## config.mk

```make
export PLATFORM = sky130hd
export DESIGN_NAME = wgt_feeder_flat
export DESIGN_NICKNAME = d
export VERILOG_FILES = /design/src/rtl/wgt_feeder_pkg.sv /design/src/rtl/wgt_feeder_if.sv /design/src/rtl/wgt_feeder_skid_fifo.sv /design/src/rtl/wgt_feeder.sv /design/src/flat_wrapper.sv
export SDC_FILE = /design/constraint.sdc
export NUM_CORES = 1
export LEC_CHECK = 0
export ABC_AREA = 1
export CAP_MARGIN = 10
export CORE_ASPECT_RATIO = 0.6
export CORE_MARGIN = 3
export CORE_UTILIZATION = 56
export CTS_BUF_LIST = sky130_fd_sc_hd__clkbuf_4 sky130_fd_sc_hd__clkbuf_8 sky130_fd_sc_hd__clkbuf_16
export DETAILED_ROUTE_END_ITERATION = 6
export DONT_BUFFER_PORTS = 1
export GPL_TIMING_DRIVEN = 0
export PLACE_DENSITY_LB_ADDON = 0.2
export SYNTH_ARGS = -nofsm -noshare
export SYNTH_HDL_FRONTEND = slang
export SYNTH_HIERARCHICAL = 1
export SYNTH_SLANG_ARGS = --single-unit
```

## constraint.sdc

```tcl
create_clock -name clk -period 2.8 [get_ports clk]
set_input_delay 0.56 -clock clk [delete_from_list [all_inputs] [get_ports clk]]
set_output_delay 0.56 -clock clk [all_outputs]
set_load 0.005 [all_outputs]
```

## src/rtl/wgt_feeder_pkg.sv

```systemverilog
// -----------------------------------------------------------------------------
// wgt_feeder_pkg
// Shared constants and FSM encoding for the weight feeder.
//   WGT_W : width of one signed weight word
//   KSIZE : weights per kernel row, equal to the weight shift-buffer depth
//   state_e : feeder FSM states
// -----------------------------------------------------------------------------
package wgt_feeder_pkg;

  localparam int WGT_W = 8;
  localparam int KSIZE = 3;

  typedef enum logic [1:0] {
    IDLE      = 2'd0,
    STREAM    = 2'd1,
    WAIT_NEXT = 2'd2,
    DONE      = 2'd3
  } state_e;

endpackage

```

## src/rtl/wgt_feeder_if.sv

```systemverilog
// -----------------------------------------------------------------------------
// wgt_feeder_if
// Bundles the weight SRAM read port and the weight shift-buffer port.
//   mem_en / mem_addr : SRAM read request (feeder -> SRAM)
//   mem_rdata         : SRAM read data, valid the cycle after mem_en
//   wgt_input         : weight word presented to the shift buffer
//   wgt_read          : wgt_input valid
//   stall             : array stall; no word is consumed while high
// master = feeder side, slave = SRAM / shift-buffer side.
// -----------------------------------------------------------------------------
interface wgt_feeder_if #(
  parameter int ADDR_W = 10
);
  import wgt_feeder_pkg::*;

  logic                    mem_en;
  logic [ADDR_W-1:0]       mem_addr;
  logic signed [WGT_W-1:0] mem_rdata;
  logic signed [WGT_W-1:0] wgt_input;
  logic                    wgt_read;
  logic                    stall;

  modport master (
    output mem_en, mem_addr, wgt_input, wgt_read,
    input  mem_rdata, stall
  );

  modport slave (
    input  mem_en, mem_addr, wgt_input, wgt_read,
    output mem_rdata, stall
  );

endinterface

```

## src/rtl/wgt_feeder_skid_fifo.sv

```systemverilog
// -----------------------------------------------------------------------------
// wgt_feeder_skid_fifo
// Two-entry staging FIFO: a head register that drives the consumer plus a
// skid register that catches a word arriving while the head cannot drain.
//   clk, rst_n : clock, asynchronous active-low reset
//   push_i     : write din_i this cycle
//   pop_i      : consume the head entry this cycle (ignored when empty)
//   din_i      : incoming word
//   head_o     : oldest entry
//   count_o    : occupancy 0..2
//   full_o     : occupancy == 2
//   empty_o    : occupancy == 0
// -----------------------------------------------------------------------------
module wgt_feeder_skid_fifo #(
  parameter int W = 8
) (
  input  logic                clk,
  input  logic                rst_n,
  input  logic                push_i,
  input  logic                pop_i,
  input  logic signed [W-1:0] din_i,
  output logic signed [W-1:0] head_o,
  output logic [1:0]          count_o,
  output logic                full_o,
  output logic                empty_o
);

  logic signed [W-1:0] head_q, head_d;
  logic signed [W-1:0] skid_q, skid_d;
  logic [1:0]          count_q, count_d;
  logic                do_pop;

  assign do_pop = pop_i && (count_q != 2'd0);

  // NOTE: every variable gets its hold value first so no path leaves it
  // unassigned; that is what keeps this block from inferring latches.
  always_comb begin
    head_d  = head_q;
    skid_d  = skid_q;
    count_d = count_q;
    unique case ({push_i, do_pop})
      2'b10: begin
        if (count_q == 2'd0) head_d = din_i;
        else                 skid_d = din_i;
        count_d = count_q + 2'd1;
      end
      2'b01: begin
        if (count_q == 2'd2) head_d = skid_q;
        count_d = count_q - 2'd1;
      end
      2'b11: begin
        // Pop and fill together: occupancy is unchanged, order is preserved.
        if (count_q == 2'd1) begin
          head_d = din_i;
        end else begin
          head_d = skid_q;
          skid_d = din_i;
        end
      end
      default: ;
    endcase
  end

  // NOTE: the two data entries are reset along with the count because the
  // head drives wgt_input directly and must read 0 out of reset.
  always_ff @(posedge clk or negedge rst_n) begin
    if (!rst_n) begin
      head_q  <= '0;
      skid_q  <= '0;
      count_q <= 2'd0;
    end else begin
      // NOTE: non-blocking updates so every register samples pre-edge values.
      head_q  <= head_d;
      skid_q  <= skid_d;
      count_q <= count_d;
    end
  end

  assign head_o  = head_q;
  assign count_o = count_q;
  assign full_o  = (count_q == 2'd2);
  assign empty_o = (count_q == 2'd0);

endmodule

```

## src/rtl/wgt_feeder.sv

```systemverilog
// -----------------------------------------------------------------------------
// wgt_feeder
// Streams signed weights linearly out of the weight SRAM (one-cycle read
// latency) into the weight shift buffer, one row of KSIZE words at a time,
// waiting for the array controller's next between rows.
//   clk, rst_n : clock, asynchronous active-low reset
//   start      : one-cycle pulse, latches base_addr/num_rows (IDLE only)
//   base_addr  : first weight address
//   num_rows   : rows to stream; 0 finishes immediately
//   next       : permission to stream the following row
//   row_done   : pulse after the last word of a row is consumed
//   busy       : job in progress
//   done       : pulse after the final row is consumed
//   bus        : SRAM read port + shift-buffer port (master side)
// -----------------------------------------------------------------------------
module wgt_feeder
  import wgt_feeder_pkg::*;
#(
  parameter int ADDR_W = 10,
  parameter int KSIZE  = wgt_feeder_pkg::KSIZE,
  parameter int ROWS_W = 8
) (
  input  logic              clk,
  input  logic              rst_n,
  input  logic              start,
  input  logic [ADDR_W-1:0] base_addr,
  input  logic [ROWS_W-1:0] num_rows,
  input  logic              next,
  output logic              row_done,
  output logic              busy,
  output logic              done,
  wgt_feeder_if.master      bus
);

  localparam int                CNT_W  = $clog2(KSIZE + 1);
  localparam logic [CNT_W-1:0]  K_ALL  = CNT_W'(KSIZE);
  localparam logic [CNT_W-1:0]  K_LAST = CNT_W'(KSIZE - 1);

  state_e              state_q, state_d;
  logic [ADDR_W-1:0]   addr_q, addr_d;
  logic [CNT_W-1:0]    issue_q, issue_d;   // reads issued for this row
  logic [CNT_W-1:0]    popc_q, popc_d;     // words consumed for this row
  logic [ROWS_W-1:0]   row_q, row_d;
  logic [ROWS_W-1:0]   rows_q, rows_d;
  logic                inflight_q;
  logic                row_done_q, row_done_d;
  logic                done_q, done_d;

  logic signed [WGT_W-1:0] fifo_head;
  logic [1:0]              fifo_count;
  logic                    fifo_full, fifo_empty;
  logic                    pop, mem_en;
  logic [2:0]              occ_after;

  assign pop = !fifo_empty && !bus.stall;

  // Occupancy the FIFO will have once this cycle's pop and the in-flight word
  // settle. A new read is allowed only if that leaves room for its data, so a
  // word returning during a stall always has the skid entry free.
  assign occ_after = {1'b0, fifo_count} + {2'b00, inflight_q} - {2'b00, pop};
  assign mem_en    = (state_q == STREAM) && (issue_q < K_ALL) && (occ_after < 3'd2);

  wgt_feeder_skid_fifo #(.W(WGT_W)) u_fifo (
    .clk     (clk),
    .rst_n   (rst_n),
    .push_i  (inflight_q),
    .pop_i   (pop),
    .din_i   (bus.mem_rdata),
    .head_o  (fifo_head),
    .count_o (fifo_count),
    .full_o  (fifo_full),
    .empty_o (fifo_empty)
  );

  always_comb begin
    state_d    = state_q;
    addr_d     = addr_q;
    issue_d    = issue_q;
    popc_d     = popc_q;
    row_d      = row_q;
    rows_d     = rows_q;
    row_done_d = 1'b0;
    done_d     = 1'b0;
    unique case (state_q)
      IDLE: begin
        if (start) begin
          addr_d  = base_addr;
          rows_d  = num_rows;
          row_d   = '0;
          issue_d = '0;
          popc_d  = '0;
          if (num_rows != '0) state_d = STREAM;
          else                done_d  = 1'b1;
        end
      end
      STREAM: begin
        if (mem_en) begin
          addr_d  = addr_q + 1'b1;   // wraps modulo 2^ADDR_W
          issue_d = issue_q + 1'b1;
        end
        if (pop) begin
          popc_d = popc_q + 1'b1;
          if (popc_q == K_LAST) begin
            // All KSIZE reads were issued before the last word could arrive,
            // so clearing the issue count here never loses a read.
            row_done_d = 1'b1;
            issue_d    = '0;
            popc_d     = '0;
            if (row_q == rows_q - 1'b1) begin
              state_d = DONE;
            end else begin
              row_d   = row_q + 1'b1;
              state_d = WAIT_NEXT;
            end
          end
        end
      end
      WAIT_NEXT: begin
        if (next) state_d = STREAM;
      end
      DONE: begin
        done_d  = 1'b1;
        state_d = IDLE;
      end
      default: state_d = IDLE;
    endcase
  end

  always_ff @(posedge clk or negedge rst_n) begin
    if (!rst_n) begin
      state_q    <= IDLE;
      addr_q     <= '0;
      issue_q    <= '0;
      popc_q     <= '0;
      row_q      <= '0;
      rows_q     <= '0;
      inflight_q <= 1'b0;
      row_done_q <= 1'b0;
      done_q     <= 1'b0;
    end else begin
      state_q    <= state_d;
      addr_q     <= addr_d;
      issue_q    <= issue_d;
      popc_q     <= popc_d;
      row_q      <= row_d;
      rows_q     <= rows_d;
      inflight_q <= mem_en;
      row_done_q <= row_done_d;
      done_q     <= done_d;
    end
  end

  // The credit check above must keep returning data out of a full FIFO.
  a_no_overflow: assert property (@(posedge clk) disable iff (!rst_n)
    !(inflight_q && fifo_full && !pop));

  assign bus.mem_en    = mem_en;
  assign bus.mem_addr  = addr_q;
  assign bus.wgt_input = fifo_head;
  assign bus.wgt_read  = !fifo_empty;
  assign row_done      = row_done_q;
  assign done          = done_q;
  assign busy          = (state_q != IDLE);

endmodule
```

## src/flat_wrapper.sv

```systemverilog
// flat-port wrapper written by rule: the top's interface ports become plain ports
module wgt_feeder_flat import wgt_feeder_pkg::*;
#(
  parameter int ADDR_W = 10,
  parameter int KSIZE  = wgt_feeder_pkg::KSIZE,
  parameter int ROWS_W = 8
)
  (clk, rst_n, start, base_addr, num_rows, next, row_done, busy, done, bus_mem_en, bus_mem_addr, bus_wgt_input, bus_wgt_read, bus_mem_rdata, bus_stall);
  wgt_feeder_if #(.ADDR_W(ADDR_W)) bus_i ();
  input  logic clk;
  input  logic rst_n;
  input  logic start;
  input  logic [ADDR_W-1:0] base_addr;
  input  logic [ROWS_W-1:0] num_rows;
  input  logic next;
  output logic row_done;
  output logic busy;
  output logic done;
  output wire logic [$bits(bus_i.mem_en)-1:0] bus_mem_en;
  output wire logic [$bits(bus_i.mem_addr)-1:0] bus_mem_addr;
  output wire logic [$bits(bus_i.wgt_input)-1:0] bus_wgt_input;
  output wire logic [$bits(bus_i.wgt_read)-1:0] bus_wgt_read;
  input wire logic [$bits(bus_i.mem_rdata)-1:0] bus_mem_rdata;
  input wire logic [$bits(bus_i.stall)-1:0] bus_stall;
  assign bus_mem_en = bus_i.mem_en;
  assign bus_mem_addr = bus_i.mem_addr;
  assign bus_wgt_input = bus_i.wgt_input;
  assign bus_wgt_read = bus_i.wgt_read;
  assign bus_i.mem_rdata = bus_mem_rdata;
  assign bus_i.stall = bus_stall;
  wgt_feeder #(.ADDR_W(ADDR_W), .KSIZE(KSIZE), .ROWS_W(ROWS_W)) u_core (.clk(clk), .rst_n(rst_n), .start(start), .base_addr(base_addr), .num_rows(num_rows), .next(next), .row_done(row_done), .busy(busy), .done(done), .bus(bus_i));
endmodule
```

[Word level (Yosys, flattened, before mapping)]
Cells that the tools add are included.
Operators by class
  reductions and logical operators: 23
  shift-type cells: 0
  multipliers: 0
  bitwise gates (word level): 0
  $lt $le $gt $ge: 2
  equality and inequality tests: 21
  add/subtract/negate cells: 9
  multiplexer cells: 37
  div/mod/pow operators: 0
Operators by type and width (number)
  two-way mux 8 bit: 9
  one-hot mux 8 bit (2 select lines): 2
  one-hot mux 8 bit (3 select lines): 1
  two-way mux 2 bit: 11
  two-way mux 10 bit: 2
  one-hot mux 10 bit (2 select lines): 1
  equality test 2 bit, second input constant: 6
  inequality test 2 bit, second input constant: 6
  one-hot mux 2 bit (2 select lines): 3
  AND reduction 3 bit: 4
  adder 10 x 1 -> 10 bit, second input constant: 1
  inequality test 2 x 1 -> 1 bit, second input constant: 5
  AND reduction 5 bit: 2
  nonzero test 2 bit: 5
  adder 8 x 1 -> 8 bit, second input constant: 1
  equality test 8 bit: 1
  one-hot mux 2 bit (4 select lines): 1
  nonzero test 8 bit: 1
  subtractor 8 x 1 -> 8 bit, second input constant: 1
  adder 2 x 1 -> 2 bit, second input constant: 3
  equality test 2 x 1 -> 1 bit, second input constant: 3
  two-way mux 1 bit: 6
  logical AND 1 bit: 4
  zero test 2 bit: 2
  other kinds (9): 11
Storage, ports and cells
  bits of input ports: 31
  output and inout bits: 23
  register bits: 53
  bits in writable memories: 0
  memories kept: 0
  bits in latches: 0
  word-level logic and storage cells: 104
  ROM bits: 0

[Depth between registers and ports, before layout]
  word-level depth: 10
  depth in mapped cells: 15
  gate-level depth less buffers: 15

[Modules after synthesis]
The synthesis kept the hierarchy.
By module, submodules not included
  wgt_feeder: area an instance 2316.0 um^2, times used 1, sequential area each 875.8 um^2, cells an instance 317
  wgt_feeder_skid_fifo: area an instance 959.7 um^2, times used 1, sequential area each 450.4 um^2, cells an instance 119

[Worst setup path before layout]
No wires, ideal clock.
  path type: register to output
  start point: reg u_core.u_fifo.count_q[1], in the netlist u_core/u_fifo/count_o[1]
  end point: out bus_mem_en
  data required time: 2.240 ns
  cell stages (with the launch flop): 12
  path buffers: 0
  arrival: 2.171 ns
  setup slack: 0.069 ns
  cells stage by stage: dfrtp_1 > inv_1 > ha_1 > nor2_1 > inv_1 > nor2_1 > o21ai_0 > fa_1 > nand2_1 > nor2_1 > nand2_1 > inv_1
On the way
  word-level cells in the longest chain between the ends: 6
  elaborated cells between the ends (all ways): 7
  those cells by class: 2 x add/sub; 1 x order compare; 4 x reduce/logical
RTL lines
  start: declaration: RTL line wgt_feeder_skid_fifo.sv:30  | logic [1:0] count_q, count_d;
  start signal: assignment: RTL line wgt_feeder_skid_fifo.sv:75  | count_q <= count_d;
  zero test 2 bit: RTL line wgt_feeder_skid_fifo.sv:82  | assign empty_o = (count_q == 2'd0);
  via u_core.fifo_empty: RTL line wgt_feeder.sv:51  | logic fifo_full, fifo_empty;
  zero test 1 bit: RTL line wgt_feeder.sv:55  | assign pop = !fifo_empty && !bus.stall;
  logical AND 1 bit: RTL line wgt_feeder.sv:55
  via u_core.pop: RTL line wgt_feeder.sv:52  | logic pop, mem_en;
  subtractor 3 x 1 -> 3 bit: RTL line wgt_feeder.sv:60  | assign occ_after = {1'b0, fifo_count} + {2'b00, inflight_q} - {2'b00, pop};
  less-than comparator 3 x 2 -> 1 bit: RTL line wgt_feeder.sv:61  | assign mem_en = (state_q == STREAM) && (issue_q < K_ALL) && (occ_after < 3'd2);
  logical AND 1 bit: RTL line wgt_feeder.sv:61
  end: declaration: RTL line flat_wrapper.sv:19  | output wire logic [$bits(bus_i.mem_en)-1:0] bus_mem_en;
The timed path passes the listed nets, and every way through them passes these cells.

[Worst setup path in the final report]
  start point: reg u_core.u_fifo.count_q[0], in the netlist u_core/u_fifo/count_o[0]
  end point: out bus_mem_en
The elaborated chain is that of the path after synthesis.

==> metrics.txt <==
max_slew headroom 61.3%; Critical R2R Launch u_core/u_fifo/count_o[0]; Slew @ Worst Pin 0.580 ns; pwr dens 1150 mW/mm^2; CP max stage delay 0.53 ns; Netlist cell types 39; CORE AREA 0.00536 sq mm; CP cell instances inv_2 -> ha_4 -> nor2_4 -> buf_4 -> nor2_4 -> o21ai_2 -> fa_1 -> nand2_1 -> nor2_2 -> nand2_2 -> inv_2; CP Capture Type primary output; worst-path fanout max 3; top cells by count, synth 130 x nand2_1, 53 x dfrtp_1, 52 x inv_1; Hold Crit Class in2async; Iteration-0 DRC Markers 136; dpl cells 513; DRT Pass-1 Iters 5; Synth Register Bits 53; Clk pin slew, worst setup/hold paths 0.10 ns; area leader, netlist dfrtp_1; port buffer count 0; vias in the first global route 2684; synthesis-to-layout area growth 12.0%; maximum VDD drop 642 uV; crit path launch type flip-flop; mux contribution to synthesized area 0%; Critical Path AT 2.18 ns; dpl hpwl 5.32 mm; critical-path cell with the highest stage delay fa_1; Leakage 1.88 nW; routed vias/inst 5.40; CTS tree built; Final period util 97.8%; minimum clock period 2.74 ns; largest family of logic cells by synthesized area simple AND/OR/NAND/NOR gates; initial antenna violation count 0; row count 20; prevailing post-synth register cell dfrtp_1; Worst Setup Path Type reg2out; number of clock sinks 53; Max Slew Vio Count 0; Final Setup Violations 0; Mapped Area 0.00328 sq mm; fin cells 534; share of cells above drive strength 1 14.4%; mean area per synthesized cell 7.51 sq um; first-pass GRT wire length 12.3 mm; register area share after synthesis 40.5%; Design Power 4.23 mW; Syn Nets 479; final antenna-violating net count 0; DRC 0; pin count of the biggest net entering global routing 54; post-synthesis simple-gate area fraction 31.4%; status completed; Synth Area in Compound Gates 10.7%; Nets 499; most numerous cell in the Yosys netlist nand2_1; top cells by area, synth dfrtp_1 40%, nand2_1 15%, inv_1 6.0%; htree depth 2; top cell type's share of synthesized area 40.5%; width of the die 105 um; via count 2885; Skew-Pair Late Insertion Delay 0.31 ns; fill cell count 451; TritonCTS Buffers 5; delay-heaviest family, CP adder cells; flop2flop setup slack 0.20 ns; routed len/inst 14.2 um; Final Skew 0.0104 ns; die height 65.2 um; r2r worst-path depth 15; r2r endpoint u_core/bus.mem_addr[5]; Ys Warns 6; GRT Resource Usage Total 22.3%; total wire length 7.58 mm; antenna fix cells 0; Initial Utilization 61.2%; number of flops mapped to enable cells by yosys 0; gpl congestion 0.834; asr flop ratio synth 100%; critical path required time 2.24 ns; Post-Synth Adder-Cell Area 4.81%; max-cap violations 0; die area 0.00683 sq mm; post-synthesis cell count 436; I/O pin total 54; fmax 365 MHz; RSZ-0062 raised after global routing yes; final hold viol count 0; Max Root-Sink Buffers 2; gr ovfl total 0; Root Buffer clkbuf_8; XOR/XNOR Fraction of Synth Area 4.28%; crit path buf inv count 3
==> routing by layer <==
metal	share of wire (%)	global-route usage (%)	up-vias	wire length, um
li1	-	-	1418	-
met1	50	31.8	1379	3770
met2	44	35.0	76	3340
met3	5.2	4.61	12	396
met4	0.95	5.40	0	72
met5	0	0	-	0
==> worst register-to-register path: stages, from the launching register on <==
cell	delay (ns)
dfrtp_1	0.41
inv_2	0.10
ha_4	0.16
nor2_4	0.04
buf_4	0.14
nor2_4	0.08
o21ai_2	0.06
fa_1	0.53
nand2_1	0.07
nor2_2	0.13
nand2_2	0.08
buf_4	0.16
a21oi_4	0.19
inv_2	0.13
a21oi_1	0.17
a21oi_2	0.06
==> registers in the layout (all words and copies together) (netlist names) <==
name	count
u_core/issue_q	2
u_core/u_fifo/skid_q	8
u_core/done	1
u_core/row_q	8
u_core/inflight_q	1
u_core/row_done	1
u_core/popc_q	2
u_core/bus.mem_addr	10
u_core/u_fifo/head_o	8
u_core/rows_q	8
u_core/u_fifo/count_o	2
u_core/state_q	2
==> layout make-up <==
type / instances / area [sq um] / area share (%)
well taps: 77 / 96.3 / 2.63
inverters: 58 / 219 / 5.97
plain buffers: 9 / 55.1 / 1.50
flip-flops and latches: 53 / 1330 / 36.2
clock buffers: 5 / 68.8 / 1.88
clock inverters: 3 / 65.1 / 1.77
repair buffers: 13 / 118 / 3.21
multi-input cells: 316 / 1720 / 46.9
==> cell usage in the layout (no fill, tap or decap), drive strengths merged <==
cell | Yosys | layout
nand3 | 24 | 24
ha | 11 | 11
o21ai | 35 | 35
o22ai | 3 | 3
nor4 | 1 | 1
o211ai | 1 | 1
xor2 | 7 | 7
nor3 | 2 | 2
xnor2 | 9 | 9
clkinv | 1 | 2
dfrtp | 53 | 53
nand2 | 139 | 139
o21a | 1 | 1
nor2 | 49 | 49
a21oi | 12 | 12
inv | 57 | 57
nor3b | 2 | 2
nand3b | 8 | 8
a2bb2oi | 1 | 1
buf | 4 | 17
a31oi | 4 | 4
a22oi | 1 | 1
clkbuf | 5 | 10
nand4 | 5 | 5
fa | 1 | 1
bufinv | 0 | 2
==> per-stage QoR <==
stage               setup TNS [ns]  setup slack [ns]  hold WS (ns)  utilization [%]  cell area (sq um)
floorplan                        0            0.0693         0.264                -               3280
global placement            -0.812            -0.136         0.266             63.0               3370
detailed placement           -2.10            -0.225         0.266             63.0               3370
CTS                              0           0.00825         0.104             67.1               3600
global route               -0.0665           -0.0544        0.0905             68.5               3670
finish                           0            0.0617        0.0944             68.5               3670
==> worst max-delay path by stage <==
stage	start	endpoint	slack, ns	cells after the start
final	u_core/u_fifo/count_o[0]	bus_mem_en	0.06	11
after global routing	u_core/u_fifo/count_o[0]	bus_mem_en	-0.05	11
after CTS	u_core/u_fifo/count_o[1]	bus_mem_en	0.008	11
after detailed placement	u_core/u_fifo/count_o[1]	bus_mem_en	-0.22	11
after global placement	u_core/u_fifo/count_o[1]	bus_mem_en	-0.14	11
after floorplan	u_core/u_fifo/count_o[1]	bus_mem_en	0.07	11
==> repair_timing <==
item                                    4_1_cts  5_1_grt
gates resized for setup                       7        9
pin swaps                                     3        7
endpoints found under the setup margin       13        4
hold buffers                                  1        0
hold endpoints to repair                     53        0
setup buffers                                 5        7
==> kinds of logic after synthesis <==
group,Yosys count
simple gates,230
compound gates,58
flops,53
buf+inv,67
xor+xnor,16
fa+ha+maj,12
==> power breakdown <==
group	internal, mW	switching [mW]
sequential	1.08	0.318
combinational	0.846	1.37
clock	0.355	0.257
total	2.28	1.95
(Power assumes the default switching activity.)
